## config.mk

```make
export PLATFORM = sky130hd
export DESIGN_NAME = dcache_port_arbiter
export DESIGN_NICKNAME = d
export VERILOG_FILES = /design/src/rtl/dcache_port_arbiter_pkg.sv /design/src/rtl/dcache_port_arbiter_starve_counter.sv /design/src/rtl/dcache_port_arbiter.sv
export SDC_FILE = /design/constraint.sdc
export NUM_CORES = 1
export LEC_CHECK = 0
export CORE_AREA = 5 5 521 523
export DETAILED_ROUTE_END_ITERATION = 10
export DIE_AREA = 0 0 526 528
export SYNTH_ARGS = -nofsm -noshare
export SYNTH_HDL_FRONTEND = slang
export SYNTH_SLANG_ARGS = --single-unit
```

## constraint.sdc

```tcl
create_clock -name clk -period 2.7 [get_ports clk]
set_input_delay 0.81 -clock clk [delete_from_list [all_inputs] [get_ports clk]]
set_output_delay 0.81 -clock clk [all_outputs]
set_load 0.05 [all_outputs]
```

## src/rtl/dcache_port_arbiter_pkg.sv

```systemverilog
// ---------------------------------------------------------------------------
// dcache_port_arbiter_pkg
// Shared GPU memory definitions for the data-cache BRAM port arbiter.
//   - lane geometry of a data-cache row (8 lanes x 32 bits)
//   - full-row write mask used by host file-I/O writes
//   - arbiter FSM state encoding and enum
//   - lane_we(): converts a write flag plus lane mask into BRAM lane enables
// ---------------------------------------------------------------------------
package dcache_port_arbiter_pkg;

   localparam int LANES  = 8;
   localparam int LANE_W = 32;
   localparam int LINE_W = LANES * LANE_W;

   localparam logic [LANES-1:0] FIO_FULL_MASK = 8'hFF;

   // Encodings kept as plain constants so legacy code can compare raw bits.
   localparam logic [1:0] ST_SHARED_ENC = 2'd0;
   localparam logic [1:0] ST_DRAIN_ENC  = 2'd1;
   localparam logic [1:0] ST_LOCKED_ENC = 2'd2;

   typedef enum logic [1:0] {
      ST_SHARED = ST_SHARED_ENC,
      ST_DRAIN  = ST_DRAIN_ENC,
      ST_LOCKED = ST_LOCKED_ENC
   } arb_state_e;

   // Reads never touch the array: a read yields an all-zero lane enable.
   function automatic logic [LANES-1:0] lane_we(input logic            we,
                                                input logic [LANES-1:0] mask);
      return we ? mask : '0;
   endfunction

endpackage

```

## src/rtl/dcache_port_arbiter_starve_counter.sv

```systemverilog
// ---------------------------------------------------------------------------
// starve_counter
// Counts consecutive cycles in which a file-I/O request was denied.
// Ports:
//   clk, reset   : clock, synchronous active-high reset
//   inc_i        : FIO was requesting and was denied this cycle
//   clr_i        : FIO was granted, idle, or arbiter not in SHARED
//   hit_o        : count has reached STARVE_MAX (force an FIO grant)
//   cnt_o        : current count (debug visibility)
// The count saturates at STARVE_MAX; clear wins over increment.
// ---------------------------------------------------------------------------
module starve_counter
#(
   parameter int STARVE_MAX = 4
) (
   input  logic       clk,
   input  logic       reset,
   input  logic       inc_i,
   input  logic       clr_i,
   output logic       hit_o,
   output logic [3:0] cnt_o
);

   localparam logic [3:0] MAX_C = 4'(STARVE_MAX);

   logic [3:0] cnt_q;
   logic [3:0] cnt_d;

   always_comb begin
      cnt_d = cnt_q;
      if (clr_i) begin
         cnt_d = '0;
      end else if (inc_i && (cnt_q != MAX_C)) begin
         cnt_d = cnt_q + 4'd1;
      end
   end

   always_ff @(posedge clk) begin
      if (reset) begin
         cnt_q <= '0;
      end else begin
         cnt_q <= cnt_d;
      end
   end

   assign hit_o = (cnt_q == MAX_C);
   assign cnt_o = cnt_q;

endmodule

```

## src/rtl/dcache_port_arbiter.sv

```systemverilog
// ---------------------------------------------------------------------------
// dcache_port_arbiter
// Arbitrates one external data-cache BRAM port between the memory pipeline
// (pipe_*) and the host file-I/O path (fio_*).
// Ports:
//   clk, reset                       : clock, synchronous active-high reset
//   pipe_req/we/addr/wmask/wdata     : pipeline request (lane-masked writes)
//   pipe_ready, pipe_rvalid          : pipeline accept / read data valid
//   fio_req/we/addr/wdata            : host request (full-row writes)
//   fio_lock                         : host asks to own the port exclusively
//   fio_gnt, fio_rvalid, fio_locked  : host accept / read valid / owns port
//   bram_addr/we/wdata, bram_rdata   : shared BRAM port, 1-cycle read latency
//   rdata                            : bram_rdata, qualified by an rvalid
//   dbg_state, dbg_starve_cnt        : FSM state and starve count for debug
//
// Handshake: a request is taken in the cycle its ready/gnt is high; that
// cycle drives the BRAM. A granted read returns exactly one cycle later with
// the owner's rvalid high for that single cycle. At most one grant and at
// most one rvalid are ever high in a cycle.
//
// Policy: the pipeline wins in SHARED unless FIO has been denied STARVE_MAX
// cycles in a row. The cycle in which fio_lock is first seen in SHARED is
// the DRAIN cycle: nothing is granted, any pipe read from the previous cycle
// returns, and the next cycle is LOCKED. LOCKED serves only FIO and exits to
// SHARED the cycle after fio_lock drops.
// ---------------------------------------------------------------------------
module dcache_port_arbiter
   import dcache_port_arbiter_pkg::*;
#(
   parameter int ADDR_W     = 9,
   parameter int STARVE_MAX = 4
) (
   input  logic              clk,
   input  logic              reset,
   input  logic              pipe_req,
   input  logic              pipe_we,
   input  logic [ADDR_W-1:0] pipe_addr,
   input  logic [LANES-1:0]  pipe_wmask,
   input  logic [LINE_W-1:0] pipe_wdata,
   output logic              pipe_ready,
   output logic              pipe_rvalid,
   input  logic              fio_req,
   input  logic              fio_we,
   input  logic [ADDR_W-1:0] fio_addr,
   input  logic [LINE_W-1:0] fio_wdata,
   input  logic              fio_lock,
   output logic              fio_gnt,
   output logic              fio_rvalid,
   output logic              fio_locked,
   output logic [ADDR_W-1:0] bram_addr,
   output logic [LANES-1:0]  bram_we,
   output logic [LINE_W-1:0] bram_wdata,
   input  logic [LINE_W-1:0] bram_rdata,
   output logic [LINE_W-1:0] rdata,
   output logic [1:0]        dbg_state,
   output logic [3:0]        dbg_starve_cnt
);

   arb_state_e state_q;
   arb_state_e state_d;
   arb_state_e state_eff;

   logic       pipe_gnt;
   logic       fio_gnt_c;
   logic       locked_c;
   logic       starve_inc;
   logic       starve_hit;
   logic [3:0] starve_cnt;

   logic       rd_valid_q;
   logic       rd_valid_d;
   logic       rd_owner_q;   // 1 = FIO owns the read in flight
   logic       rd_owner_d;

   // Only SHARED and LOCKED are ever registered; DRAIN is the SHARED cycle
   // in which fio_lock is high, so pipe_ready drops the moment lock appears.
   always_comb begin
      state_eff = state_q;
      if (reset) begin
         state_eff = ST_SHARED;
      end else if ((state_q == ST_SHARED) && fio_lock) begin
         state_eff = ST_DRAIN;
      end
   end

   always_comb begin
      pipe_gnt  = 1'b0;
      fio_gnt_c = 1'b0;
      locked_c  = 1'b0;
      state_d   = state_q;
      if (!reset) begin
         unique case (state_eff)
            ST_SHARED: begin
               pipe_gnt  = pipe_req && !(fio_req && starve_hit);
               fio_gnt_c = fio_req && !pipe_gnt;
            end
            ST_DRAIN: begin
               state_d = ST_LOCKED;
            end
            ST_LOCKED: begin
               locked_c  = 1'b1;
               fio_gnt_c = fio_req;
               if (!fio_lock) begin
                  state_d = ST_SHARED;
               end
            end
            default: begin
               state_d = ST_SHARED;
            end
         endcase
      end
   end

   // Counter is cleared whenever it should not increment, which also holds
   // it at zero through DRAIN and LOCKED.
   assign starve_inc = (state_eff == ST_SHARED) && !reset && fio_req && !fio_gnt_c;

   starve_counter #(
      .STARVE_MAX (STARVE_MAX)
   ) u_starve_counter (
      .clk   (clk),
      .reset (reset),
      .inc_i (starve_inc),
      .clr_i (!starve_inc),
      .hit_o (starve_hit),
      .cnt_o (starve_cnt)
   );

   assign rd_valid_d = (pipe_gnt && !pipe_we) || (fio_gnt_c && !fio_we);
   assign rd_owner_d = fio_gnt_c;

   always_ff @(posedge clk) begin
      if (reset) begin
         state_q    <= ST_SHARED;
         rd_valid_q <= 1'b0;
         rd_owner_q <= 1'b0;
      end else begin
         state_q    <= state_d;
         rd_valid_q <= rd_valid_d;
         rd_owner_q <= rd_owner_d;
      end
   end

   assign pipe_ready = pipe_gnt;
   assign fio_gnt    = fio_gnt_c;
   assign fio_locked = locked_c;

   // Gated by reset so a read in flight when reset asserts never returns.
   assign pipe_rvalid = !reset && rd_valid_q && !rd_owner_q;
   assign fio_rvalid  = !reset && rd_valid_q &&  rd_owner_q;

   assign bram_addr  = fio_gnt_c ? fio_addr  : pipe_addr;
   assign bram_wdata = fio_gnt_c ? fio_wdata : pipe_wdata;

   always_comb begin
      bram_we = '0;
      if (pipe_gnt) begin
         bram_we = lane_we(pipe_we, pipe_wmask);
      end else if (fio_gnt_c) begin
         bram_we = lane_we(fio_we, FIO_FULL_MASK);
      end
   end

   assign rdata          = bram_rdata;
   assign dbg_state      = state_eff;
   assign dbg_starve_cnt = starve_cnt;

endmodule
```

======== Yosys cells after proc, flatten, opt, wreduce, memory -nomap -nowiden ========
Cells that the tools add are included.
storage, ports and cells
  bits in registers ....................... 8
  output and inout port bits .............. 540
operators by class
  $add $sub $neg .......................... 1
  bitwise operators ....................... 2
  eq/ne operators ......................... 5
  reductions and logical operators ........ 25
  mux-type cells .......................... 16
operators with widths
  kind                                                                      count
  256-bit 2-to-1 mux                                                        1
  8-bit 2-to-1 mux                                                          4
  1-bit logical AND                                                         13
  9-bit 2-to-1 mux                                                          1
  1-bit logical NOT                                                         7
  2-bit 2-to-1 mux                                                          3
  2-bit one-hot mux with 3 select lines                                     1
  1-bit 2-to-1 mux                                                          5
  4-bit by 1-bit adder with 4-bit output (second input constant)            1
  4-bit by 3-bit equality test with 1-bit output (second input constant)    1
  2-bit logical NOT                                                         2
  4-bit by 3-bit inequality test with 1-bit output (second input constant)  1
  2-bit by 1-bit equality test with 1-bit output (second input constant)    1
  2-bit equality test (second input constant)                               1
  2-bit inequality test (second input constant)                             1
  1-bit NOT                                                                 2
  1-bit one-hot mux with 2 select lines                                     1
  2-bit AND reduction                                                       1
  2-bit OR reduction                                                        1
  1-bit logical OR                                                          1

======== Longest topological paths before layout ========
  depth in word-level cells ............... 12
  gate-level depth with buffers ........... 7
  depth with buffers taken out ............ 6

======== Modules after synthesis ========
Synthesis repeated with hierarchy kept, for this count alone.
unflattened totals
  cell total of the unflattened synthesis .. 611
  area total of the unflattened synthesis .. 5,572.8 um2
modules (own cells, without submodules)
  module               instances  cells each  area each (um2)  seq. area each (um2)
  dcache_port_arbiter  1          586         5,343.9          60.1
  starve_counter       1          25          229.0            80.1

======== Least setup slack after synthesis ========
Ideal clock, no wire load.
  path kind ............................... flip-flop to output port
  from .................................... register u_starve_counter.cnt_q[0] (netlist: u_starve_counter.cnt_o[0])
  to ...................................... output port bram_wdata[137]
  slack ................................... -0.477 ns
  stages on the path, launching flop included .. 8
  arrival ................................. 2.367 ns
  buffers on the path ..................... 2
  cells stage by stage .................... dfxtp_1 inv_1 ha_1 and3b_1 o211ai_4 buf_6 buf_6 mux2_1
between the ends
  longest elaborated chain between the ends .. 9
ends and longest elaborated chain
  element                                         RTL line                                  RTL
  from (decl)                                     dcache_port_arbiter_starve_counter.sv:26  logic [3:0] cnt_q;
  from (signal assigned)                          dcache_port_arbiter_starve_counter.sv:42  cnt_q <= cnt_d;
  4-bit by 3-bit equality test with 1-bit output  dcache_port_arbiter_starve_counter.sv:46  assign hit_o = (cnt_q == MAX_C);
  1-bit logical AND                               dcache_port_arbiter.sv:94                 pipe_gnt = pipe_req && !(fio_req && starve_hit);
  1-bit logical NOT                               dcache_port_arbiter.sv:94
  1-bit logical AND                               dcache_port_arbiter.sv:94
  1-bit logical NOT                               dcache_port_arbiter.sv:95                 fio_gnt_c = fio_req && !pipe_gnt;
  1-bit logical AND                               dcache_port_arbiter.sv:95
  1-bit one-hot mux with 2 select lines           dcache_port_arbiter.sv:92                 unique case (state_eff)
  1-bit 2-to-1 mux                                dcache_port_arbiter.sv:91                 if (!reset) begin
  256-bit 2-to-1 mux                              dcache_port_arbiter.sv:153                assign bram_wdata = fio_gnt_c ? fio_wdata : pipe_wdata;
  to (decl)                                       dcache_port_arbiter.sv:52                 output logic [LINE_W-1:0] bram_wdata,
No other way between the ends.

======== Worst setup path in the final report ========
  from .................................... register u_starve_counter.cnt_q[0] (netlist: u_starve_counter.cnt_o[0])
  to ...................................... output port bram_wdata[158]
The elaborated chain is that of the path after synthesis.

==> summary.txt <==
Status
  – Run status: complete, but fails checks
  – Violated checks: setup timing

Global route
  – Pin count of the biggest net entering global routing: 22
  – First-pass GRT wire length: approximately 220000 um
  – GRT Total Usage: 13.4%
  – Initial antenna violation count: between 100 and 150
  – Vias in the first global route: about 8500
  – Gr ovfl total: 0

Power
  – Pint: approximately 2.4 mW
  – Net Sw Frac: about 50%
  – Leakage: between 7 and 8 nW
  – Flop pwr share: 2.2%
  – Sw Pwr: approximately 2.5 mW
  – Clk pwr share: roughly 5.4%
  – Design Power: just under 5 mW
  – Gate power share: roughly 93%
  – VDD IR max: about 270 uV
  – Pwr/cell area: between 200 and 250 nW/um^2

Routing
  – Number of remaining DRC errors: 0
  – Routed Antenna Nets: 0
  – Via total after detailed routing: just over 8000
  – Via density: about 1.7
  – Drt initial violations: 365
  – Final WL: approximately 200000 um
  – First-pass detailed-route iteration total: 4
  – Wire per inst: roughly 40 um

Logic synthesis
  – #FFs+latches synth: 7
  – Synth top area cells: mux2_1 40%, buf_4 34%, mux2_2 13%
  – Top cells by count, synth: 256 x buf_4, 200 x mux2_1, 65 x mux2_2
  – Synth unique cells: 27
  – Primary FF master, synth: dfxtp_1
  – Mapped cell area: 5670 sq um
  – Synth top area share: between 30% and 40%
  – Leading area contributor after synthesis: mux2_1
  – Gate Count Post-Synth: around 600
  – Ys async rst share: 0%
  – Count leader, synth: buf_4
  – Syn nets: approximately 1400
  – Mean Syn Cell Area: between 9 and 10 sq um
  – Post-synth EDFFs: 0
  – Register area share after synthesis: under 10%
  – Yosys warns: 0

Clock tree
  – CTS Buffer Depth: 2
  – Clk_lat worst skew: about 0.23 ns
  – CTS H-tree lvls: 1
  – Clock sink count: 7
  – Clock Pin Slew Worst Setup and Hold Paths: 0.04 ns
  – Root Driver: clkbuf_16
  – CTS buffer count: 3
  – CTS tree: done

STA
  – Fin Clk Skew: between 0.003 and 0.004 ns
  – F_max: approximately 0.31 GHz
  – Final min period: about 3.2 ns
  – Final Setup Violations: around 280
  – Final hold vios: 0
  – Worst-margin pin slew: 0.556 ns
  – Fin worst setup slack: -0.508 ns
  – Slew Viols, Final: 0
  – Worst slew margin: ~63%
  – Final period util: 119%
  – RSZ-0062 raised after global routing: true

Critical path
  – Crit. path cell count: 9
  – CP Launch Type: register
  – Critical Path AT: ~2.4 ns
  – Worst path max stage delay: about 0.34 ns
  – Crit-path max FO: 21
  – Reg2reg setup slack: 0.89 ns
  – Worst Path Buf+Inv: 5
  – Setup crit end kind: primary output
  – Critical Path Start: u_starve_counter.cnt_o[0]
  – Reg2reg start: state_q[1]
  – CP Class: reg -> out
  – Worst path slowest cell: dfxtp_4
  – CP Cell Sequence: inv_2, ha_4, and3b_2, o211ai_4, buf_12, buf_16, buf_4, mux2_4, buf_12
  – Worst setup path end: bram_wdata[158]
  – R2R depth: 4
  – Cell family with most CP delay: buffers and inverters
  – Critical Path Most Common Cell: buf_12
  – Worst r2r dst: u_starve_counter.cnt_o[2]
  – Required time worst endpoint: 1.89 ns

Cells and area
  – Final core utilization: approximately 7.6%
  – P&R area growth vs syn: 256%
  – Nets: about 2000
  – Layout cells sized above 1: a little over half
  – Fillers: 30900

Die
  – Die area: between 200000 and 300000 sq um
  – Die Wd: 526 um
  – Boundary Pins: between 1000 and 1500
  – Core Region: 266000 sq um
  – Row cnt: 190
  – Die height: approximately 530 um
  – Initial Util: between 2 and 2.5%

Flow run
  – MaxCap Viol Count: 0

Placed design
  – HPWL after DPL: approximately 190000 um
  – Gpl congestion: between 0.8 and 0.9
  – I/O Buffers: 828

Hold path
  – Hold Crit Class: reg -> reg
-- state kept, by name, indices dropped and copies added, names as in the netlist --
register and count:
state_q 1, rd_valid_q 1, u_starve_counter.cnt_o 4, rd_owner_q 1
-- power by group through the flow --
| stage | Sequential [mW] | Combinational, mW | Clock (mW) |
|---|---|---|---|
| after global placement | 0.108 | 4.60 | 0 |
| after global routing | 0.107 | 4.70 | 0.269 |
| after floorplan | 0.109 | 2.74 | 0 |
| after CTS | 0.106 | 4.67 | 0.266 |
| final | 0.106 | 4.53 | 0.262 |
| after detailed placement | 0.108 | 4.60 | 0 |
-- cell type report --
| cell class | instances | area (sq um) | share of cell area (%) |
|---|---|---|---|
| flip-flops and latches | 7 | 149 | 0.737 |
| clock inverters | 1 | 5.00 | 0.0248 |
| well taps | 3552 | 4440 | 22.0 |
| multi-input cells | 301 | 4260 | 21.1 |
| clock buffers | 3 | 75.1 | 0.371 |
| inverters | 7 | 31.3 | 0.155 |
| diodes | 68 | 170 | 0.842 |
| repair buffers | 897 | 11100 | 54.8 |
-- worst min path at each step --
| stage | from | end | slack [ns] | cells after the start |
|---|---|---|---|---|
| after floorplan | u_starve_counter.cnt_o[0] | u_starve_counter.cnt_o[0] | 0.53 | 1 |
| after global placement | u_starve_counter.cnt_o[0] | u_starve_counter.cnt_o[0] | 0.52 | 2 |
| after detailed placement | u_starve_counter.cnt_o[0] | u_starve_counter.cnt_o[0] | 0.53 | 2 |
| after CTS | u_starve_counter.cnt_o[0] | u_starve_counter.cnt_o[0] | 0.54 | 2 |
| after global routing | u_starve_counter.cnt_o[0] | u_starve_counter.cnt_o[0] | 0.56 | 2 |
| final | u_starve_counter.cnt_o[0] | u_starve_counter.cnt_o[0] | 0.54 | 2 |
-- layout by cell type (no fill, tap or decap), types with 2 or more instances in the layout --
cell type,count
dfxtp_1,4
mux2_2,32
clkbuf_16,5
dfxtp_4,2
inv_1,4
buf_4,108
clkdlybuf4s50_1,542
a22o_4,8
mux2_4,233
inv_4,2
nor2b_1,4
buf_6,12
buf_8,4
diode_2,68
buf_16,6
buf_12,221
buf_2,2
nor2_1,5
-- per-layer routing --
metal  global-route usage, %  vias to the layer above  share of wire (%)
met5                    1.21                        -               0.44
met4                    2.65                       72                3.4
met3                    14.7                      330                 23
met2                    18.3                     1275                 37
met1                    13.8                     3448                 36
li1                        -                     3127                  -
-- worst min-delay path: stages, from the launching register on --
cell,delay [ns]
dfxtp_4,0.34
buf_4,0.12
nor2_1,0.04
-- metrics by stage --
stage	setup slack, ns	std cells	cell area, sq um	hold WS [ns]	setup TNS, ns
floorplan	-0.144	601	6680	0.528	-19.74
global placement	-0.966	4754	19600	0.522	-231.40
detailed placement	-1.01	4754	19600	0.532	-240.64
CTS	-0.539	4765	19900	0.543	-125.45
global route	-0.579	4784	20100	0.557	-136.79
finish	-0.508	4836	20200	0.543	-118.71
-- kinds of logic (layout without fill, tap and decap cells) --
| group | count (synthesis) | count (layout) | share of synthesized area (%) |
|---|---|---|---|
| mux | 266 | 266 | 52.8 |
| simple gates | 20 | 20 | 2.23 |
| buf+inv | 293 | 908 | 39.8 |
| flops | 7 | 7 | 2.47 |
| compound gates | 13 | 13 | 2.29 |
| fa+ha+maj | 2 | 2 | 0.441 |
| other cells | 0 | 68 | 0 |
-- timing repair --
action / in CTS / in global routing
pin swaps: 6 / 1
gates cloned: 2 / 2
hold buffers: 0 / 0
buffers inserted: 5 / 2
endpoints found under the setup margin: 277 / 275
resized for setup: 49 / 17
Note: power is estimated with default switching activity, not from simulation.
==> patch 1 (config.mk and constraints unchanged) <==
Reset style: asynchronous (`reset`), changed in 2 clocked blocks. Comments in the files are not updated.
--- a/src/rtl/dcache_port_arbiter_starve_counter.sv
+++ b/src/rtl/dcache_port_arbiter_starve_counter.sv
@@ -36,5 +36,5 @@
    end
 
-   always_ff @(posedge clk) begin
+   always_ff @(posedge clk or posedge reset) begin
       if (reset) begin
          cnt_q <= '0;
--- a/src/rtl/dcache_port_arbiter.sv
+++ b/src/rtl/dcache_port_arbiter.sv
@@ -130,5 +130,5 @@
    assign rd_owner_d = fio_gnt_c;
 
-   always_ff @(posedge clk) begin
+   always_ff @(posedge clk or posedge reset) begin
       if (reset) begin
          state_q    <= ST_SHARED;
Function: changed (Yosys sat finds a counterexample within 4 cycles, from zero or initial values and one cycle with reset high; the reset may be asserted at any time).
==> patch 1 against the unedited design <==
  * Global-route usage increased by 0.61 points
  * Sequential share of layout area increased by 0.13 points
  * Sequential cell count unchanged
  * Hold slack improved by 0.21 ns
  * Register-to-register slack got worse by 0.30 ns
  * Synthesized area decreased by 0.71%
  * Largest power group unchanged
  * The run still ends with negative setup slack left
  * Non-clock buffer count increased by 20
  * Highest routed layer unchanged
  * Die area unchanged
  * Power increased by 13%
  * Routed wire length increased by 4.6%
  * Critical endpoint is now bram_wdata[10]
  * Largest cell class unchanged
  * Setup slack got worse by 0.39 ns
  * Design area increased by 1.3%
==> patch 1: results (changes against the unedited design) <==
[clocking]
ctsHtreeMaxLevel = 1  ; unchanged
clockBufferDepth = 2  ; unchanged
cts-root-buf = clkbuf_16
cts_inserted_buffers = 3  ; unchanged
clk_pin_slew_ns = 0.04  ; about the same
clk_latency_ns = 0.23  ; about the same

[critical_path]
crit_family = buffers and inverters
cp-startpoint = fio_req
r2r_start = u_starve_counter.cnt_o[1]
cp_slowest_cell = a221oi_4
cp_max_fo = 7  ; -67%
slowest_delay_ns = 0.35
reg2regPathDepth = 10  ; +6
reg2reg_to = rd_owner_q
arrival_ns = 2.79  ; +0.39 ns
reg2reg_slack_ns = 0.59  ; -0.30 ns

[timing]
setup_ws_ns = -0.901  ; -0.393 ns
finalSetupViolCount = 274  ; -0.36%
worst_clock_skew_ns = 0.00508  ; +0.00126 ns
worst_pin_slew_ns = 0.617  ; +0.0617 ns
holdWs_ns = 0.754  ; +0.211 ns

[pwr]
leakage_uw = 0.00687  ; -8.9%
peakVddDrop_mv = 0.151  ; -44%

[synth]
yosys-top-cells-area = mux2_1 48%, buf_4 37%, mux2_2 5.2%
synthArstFlopShare = 1.00  ; +1.00
ys_seq_area_frac = 0.0311  ; +0.00640
ys_warn_count = 0  ; unchanged
synthTopCellsByCount = 279 x buf_4, 240 x mux2_1, 26 x mux2_2, 9 x a22o_1
ys.flop_type = dfrtp_1
syn_nets = 1408  ; +0.28%
synth_cell_type_count = 27  ; unchanged

[routing]
drt-total-wl_um = 205000  ; +4.6%
firstDrtPassIters = 5  ; +1
vias_per_cell = 1.79  ; +5.1%
drt_iter0_drc = 275  ; -25%

[final_layout]
largest_register_ffs = 4  ; unchanged
layout.nets = 2042  ; +1.1%
drive_above_1_share = 0.534  ; +0.00103
num-fill-cells = 30900  ; -0.016%

[run_status]
violations = negative setup slack
status = finished, violations left

[min_path]
hold_path_class = flop to flop
worstHoldEndpoint = u_starve_counter.cnt_o[0]
min_path_cells = 3  ; +1
min_from = u_starve_counter.cnt_o[0]

[grt]
grt_max_degree = 15  ; -32%
grt_overflow = 0  ; unchanged
track_usage = 0.140  ; +0.00610
grt_pass1_wl_um = 227000  ; +5.0%
grt_pass1_vias = 8661  ; +2.3%
antenna_found_initial = 186  ; +27%

[placed_design]
gp_congestion = 0.846  ; -2.7%
post-place-ws_ns = -1.29  ; -0.279 ns
dpl_cell_area_um2 = 18700  ; -4.4%
io_buffers = 828  ; unchanged
hpwl_um = 193000  ; +3.2%

-- patch 1: changes by cell type in the layout (fill, tap and decap cells not counted), sizes merged, moves of 3 or more --
| cell | change |
|---|---|
| diode | -50 |
| and3 | +3 |
| buf | +14 |
| clkbuf | +3 |
| nor2b | -4 |
| dfxtp | -7 |
| dfrtp | +7 |
-- patch 1: how the worst max path moves through the flow --
| stage | endpoint | slack, ns | cells past startpoint |
|---|---|---|---|
| global placement | bram_wdata[193] | -1.12 | 7 |
| global route | bram_wdata[119] | -0.93 | 11 |
| CTS | bram_wdata[119] | -0.97 | 10 |
| finish | bram_wdata[10] | -0.90 | 10 |
| detailed placement | bram_wdata[193] | -1.29 | 7 |
| floorplan | bram_wdata[100] | -0.25 | 5 |
-- patch 1: logic make-up after synthesis --
kind of cell,synth area share
buffers and inverters,0.388
muxes,0.535
and+or+nand+nor,0.0215
AOI/OAI and AO/OA,0.0175
DFF,0.0311
adders and majority gates,0.00444
xor gates and xnor gates,0.00156
-- patch 1: where the power goes --
part | leakage, uW | internal [uW] | switching [uW]
Sequential | 0.0000911 | 109 | 6.20
Clock | 0.0000383 | 197 | 58.7
Combinational | 0.00674 | 2400 | 2740
Total | 0.00687 | 2700 | 2810
-- patch 1: area by class of cell --
| class | instances | area (um2) | share of cell area |
|---|---|---|---|
| sequential | 7 | 178 | 0.00868 |
| tap | 3552 | 4440 | 0.217 |
| antenna | 18 | 45.0 | 0.00220 |
| inverter | 7 | 26.3 | 0.00128 |
| timing repair buffer | 917 | 12000 | 0.586 |
| clock buffer | 4 | 78.8 | 0.00385 |
| multi-input combinational | 303 | 3700 | 0.181 |
-- patch 1: worst register-to-register path, stage by stage, from the launching register on --
cell      delay, ns
dfrtp_2        0.42
inv_2          0.08
ha_4           0.13
nand4b_1       0.20
a221oi_4       0.35
buf_6          0.18
buf_16         0.16
buf_4          0.16
buf_12         0.13
buf_8          0.13
buf_4          0.10
-- patch 1: per-layer routing --
layer / GRT usage / routed length (um) / up-vias
met5: 0.00710 / 1630 / -
met4: 0.0209 / 5060 / 210
met3: 0.166 / 50800 / 446
met2: 0.205 / 81900 / 1326
met1: 0.129 / 65400 / 3513
li1: - / - / 3129
-- patch 1: stage by stage --
| stage | TNS [ns] | utilization | std cells |
|---|---|---|---|
| after floorplan | -64.98 | - | 605 |
| final | -210.92 | 0.0768 | 4808 |
| after global placement | -287.50 | 0.0704 | 4739 |
| after detailed placement | -334.64 | 0.0704 | 4739 |
| after CTS | -222.75 | 0.0759 | 4781 |
| after global routing | -219.88 | 0.0768 | 4800 |
-- patch 1: repair_timing --
| action | 4_1_cts | 5_1_grt |
|---|---|---|
| endpoints found under the setup margin | 277 | 275 |
| pin swaps | 3 | 3 |
| gates cloned | 14 | 2 |
| gates resized for setup | 198 | 57 |
| buffers inserted | 24 | 11 |
==> patch 2 (same flow settings) <==
Without the edit above. Set the package constant `LANE_W` to 36 (it was 32).
--- a/src/rtl/dcache_port_arbiter_pkg.sv
+++ b/src/rtl/dcache_port_arbiter_pkg.sv
@@ -10,5 +10,5 @@
 
    localparam int LANES  = 8;
-   localparam int LANE_W = 32;
+   localparam int LANE_W = 36;
    localparam int LINE_W = LANES * LANE_W;
 
Ports: changed (5 resized); port bits go from 1341 to 1501. The function was not compared with the original's and may differ.
==> patch 2 against the unedited design <==
  * The flow still finishes with violations (negative setup slack)
  * Maximum frequency shrank 5.0%
  * Clock power shrank 2%
  * Largest power group unchanged
  * Core utilization grew 0.30 points
  * Synthesized area grew 9.5%
  * Non-clock buffer count grew 95
  * Sequential cell count is the same
  * Setup slack lost 0.17 ns
  * Sequential share of layout area is essentially flat
  * Critical endpoint is now bram_addr[5]
  * Synthesized cell count grew 11%
  * Cell count grew 1.8%
  * Routed wire length shrank 2.3%
  * Highest routed layer unchanged
  * Global-route usage shrank 0.36 points
  * Power grew 2.1%
  * Design area grew 3.9%
==> patch 2: results (changes against the unedited design) <==
[final_layout]
layout.nets = 2244  ; +11%
drive_above_1_share = 0.529  ; -0.00388

[critical_path]
reg2reg_slack_ns = 0.99  ; +0.10 ns
crit_path_end = bram_addr[5]
arrival_ns = 2.57  ; +0.17 ns

[pwr]
peakVddDrop_mv = 0.326  ; +22%
leakage_uw = 0.00794  ; +5.4%

[timing]
worst_clock_skew_ns = 0.000850  ; -0.00298 ns
finalSetupViolCount = 308  ; +12%
setup_ws_ns = -0.676  ; -0.168 ns

[run_status]
violations = negative setup slack
status = finished, violations left

[placed_design]
hpwl_um = 181000  ; -3.3%
gp_congestion = 0.890  ; +2.3%
post-place-ws_ns = -1.16  ; -0.151 ns
dpl.cell_count = 4870  ; +2.4%
io_buffers = 924  ; +12%

[grt]
antenna_found_initial = 173  ; +18%
grt_pass1_vias = 9477  ; +12%
track_usage = 0.130  ; -0.00358
grt_pass1_wl_um = 213000  ; -1.2%

[synth]
ys_seq_area_frac = 0.0226  ; -0.00214
synthTopCellsByCount = 319 x buf_4, 297 x mux2_2, 8 x a22o_1, 7 x dfxtp_1, 6 x inv_1

[routing]
vias_per_cell = 1.93  ; +13%
drt-wirelength-per-cell_um = 38.9  ; -4.0%

patch 2: power by group through the flow:
stage	Clock (uW)	Combinational [uW]	Sequential [uW]
floorplan	0	3010	109
global placement	0	4620	108
detailed placement	0	4630	108
CTS	258	4740	107
global route	265	4790	107
finish	258	4630	107
patch 2: logic make-up after synthesis:
kind of cell / after synthesis / share of synthesized area
flops: 7 / 0.0226
simple gates: 20 / 0.0216
buf+inv: 329 / 0.392
mux: 298 / 0.540
fa+ha+maj: 2 / 0.00403
compound gates: 13 / 0.0195
patch 2: critical path: stages:
cell and delay [ns]:
buf_8 0.10, and2b_1 0.22, o211ai_4 0.10, buf_4 0.16
buf_16 0.15, buf_16 0.28, mux2_4 0.38, buf_12 0.17
patch 2: metrics by stage:
stage | area [um2] | total power [uW] | hold slack, ns | setup TNS, ns
2_1_floorplan | 7070 | 3120 | 0.525 | -14.96
6_report | 21000 | 5000 | 0.535 | -160.90
3_5_place_dp | 20100 | 4740 | 0.520 | -284.92
5_1_grt | 21000 | 5170 | 0.552 | -178.66
3_3_place_gp | 20100 | 4730 | 0.514 | -289.46
4_1_cts | 20800 | 5110 | 0.536 | -170.74
patch 2: routing by layer:
metal,track usage,part of all wire,vias to the layer above
met2,0.190,0.40,1503
met4,0.0258,0.030,118
met5,0.0213,0.0079,-
met1,0.138,0.36,4095
met3,0.120,0.20,372
li1,-,-,3402
patch 2: layout make-up:
cell class              count  area (um2)
diodes                     26        65.1
clock buffers               4        78.8
fillers                 30800      245000
inverters                   7        33.8
multi-input cells         333        4610
flip-flops and latches      7         150
well taps                3552        4440
repair buffers            992       11600
repair inverters            1        11.3
patch 2: how the worst min path moves through the flow:
stage,startpoint,end,slack (ns),cells after the start
6_report,u_starve_counter.cnt_o[0],u_starve_counter.cnt_o[0],0.54,2
5_1_grt,u_starve_counter.cnt_o[0],u_starve_counter.cnt_o[0],0.55,2
4_1_cts,u_starve_counter.cnt_o[0],u_starve_counter.cnt_o[0],0.54,2
3_5_place_dp,u_starve_counter.cnt_o[0],u_starve_counter.cnt_o[0],0.52,2
3_3_place_gp,u_starve_counter.cnt_o[0],u_starve_counter.cnt_o[0],0.51,2
2_1_floorplan,u_starve_counter.cnt_o[0],u_starve_counter.cnt_o[0],0.53,1
patch 2: timing repair:
action | CTS | global route
resized for setup | 98 | 34
pin swaps | 5 | 7
buffers inserted | 15 | 6
setup endpoints to repair | 309 | 308
gates cloned | 4 | 1
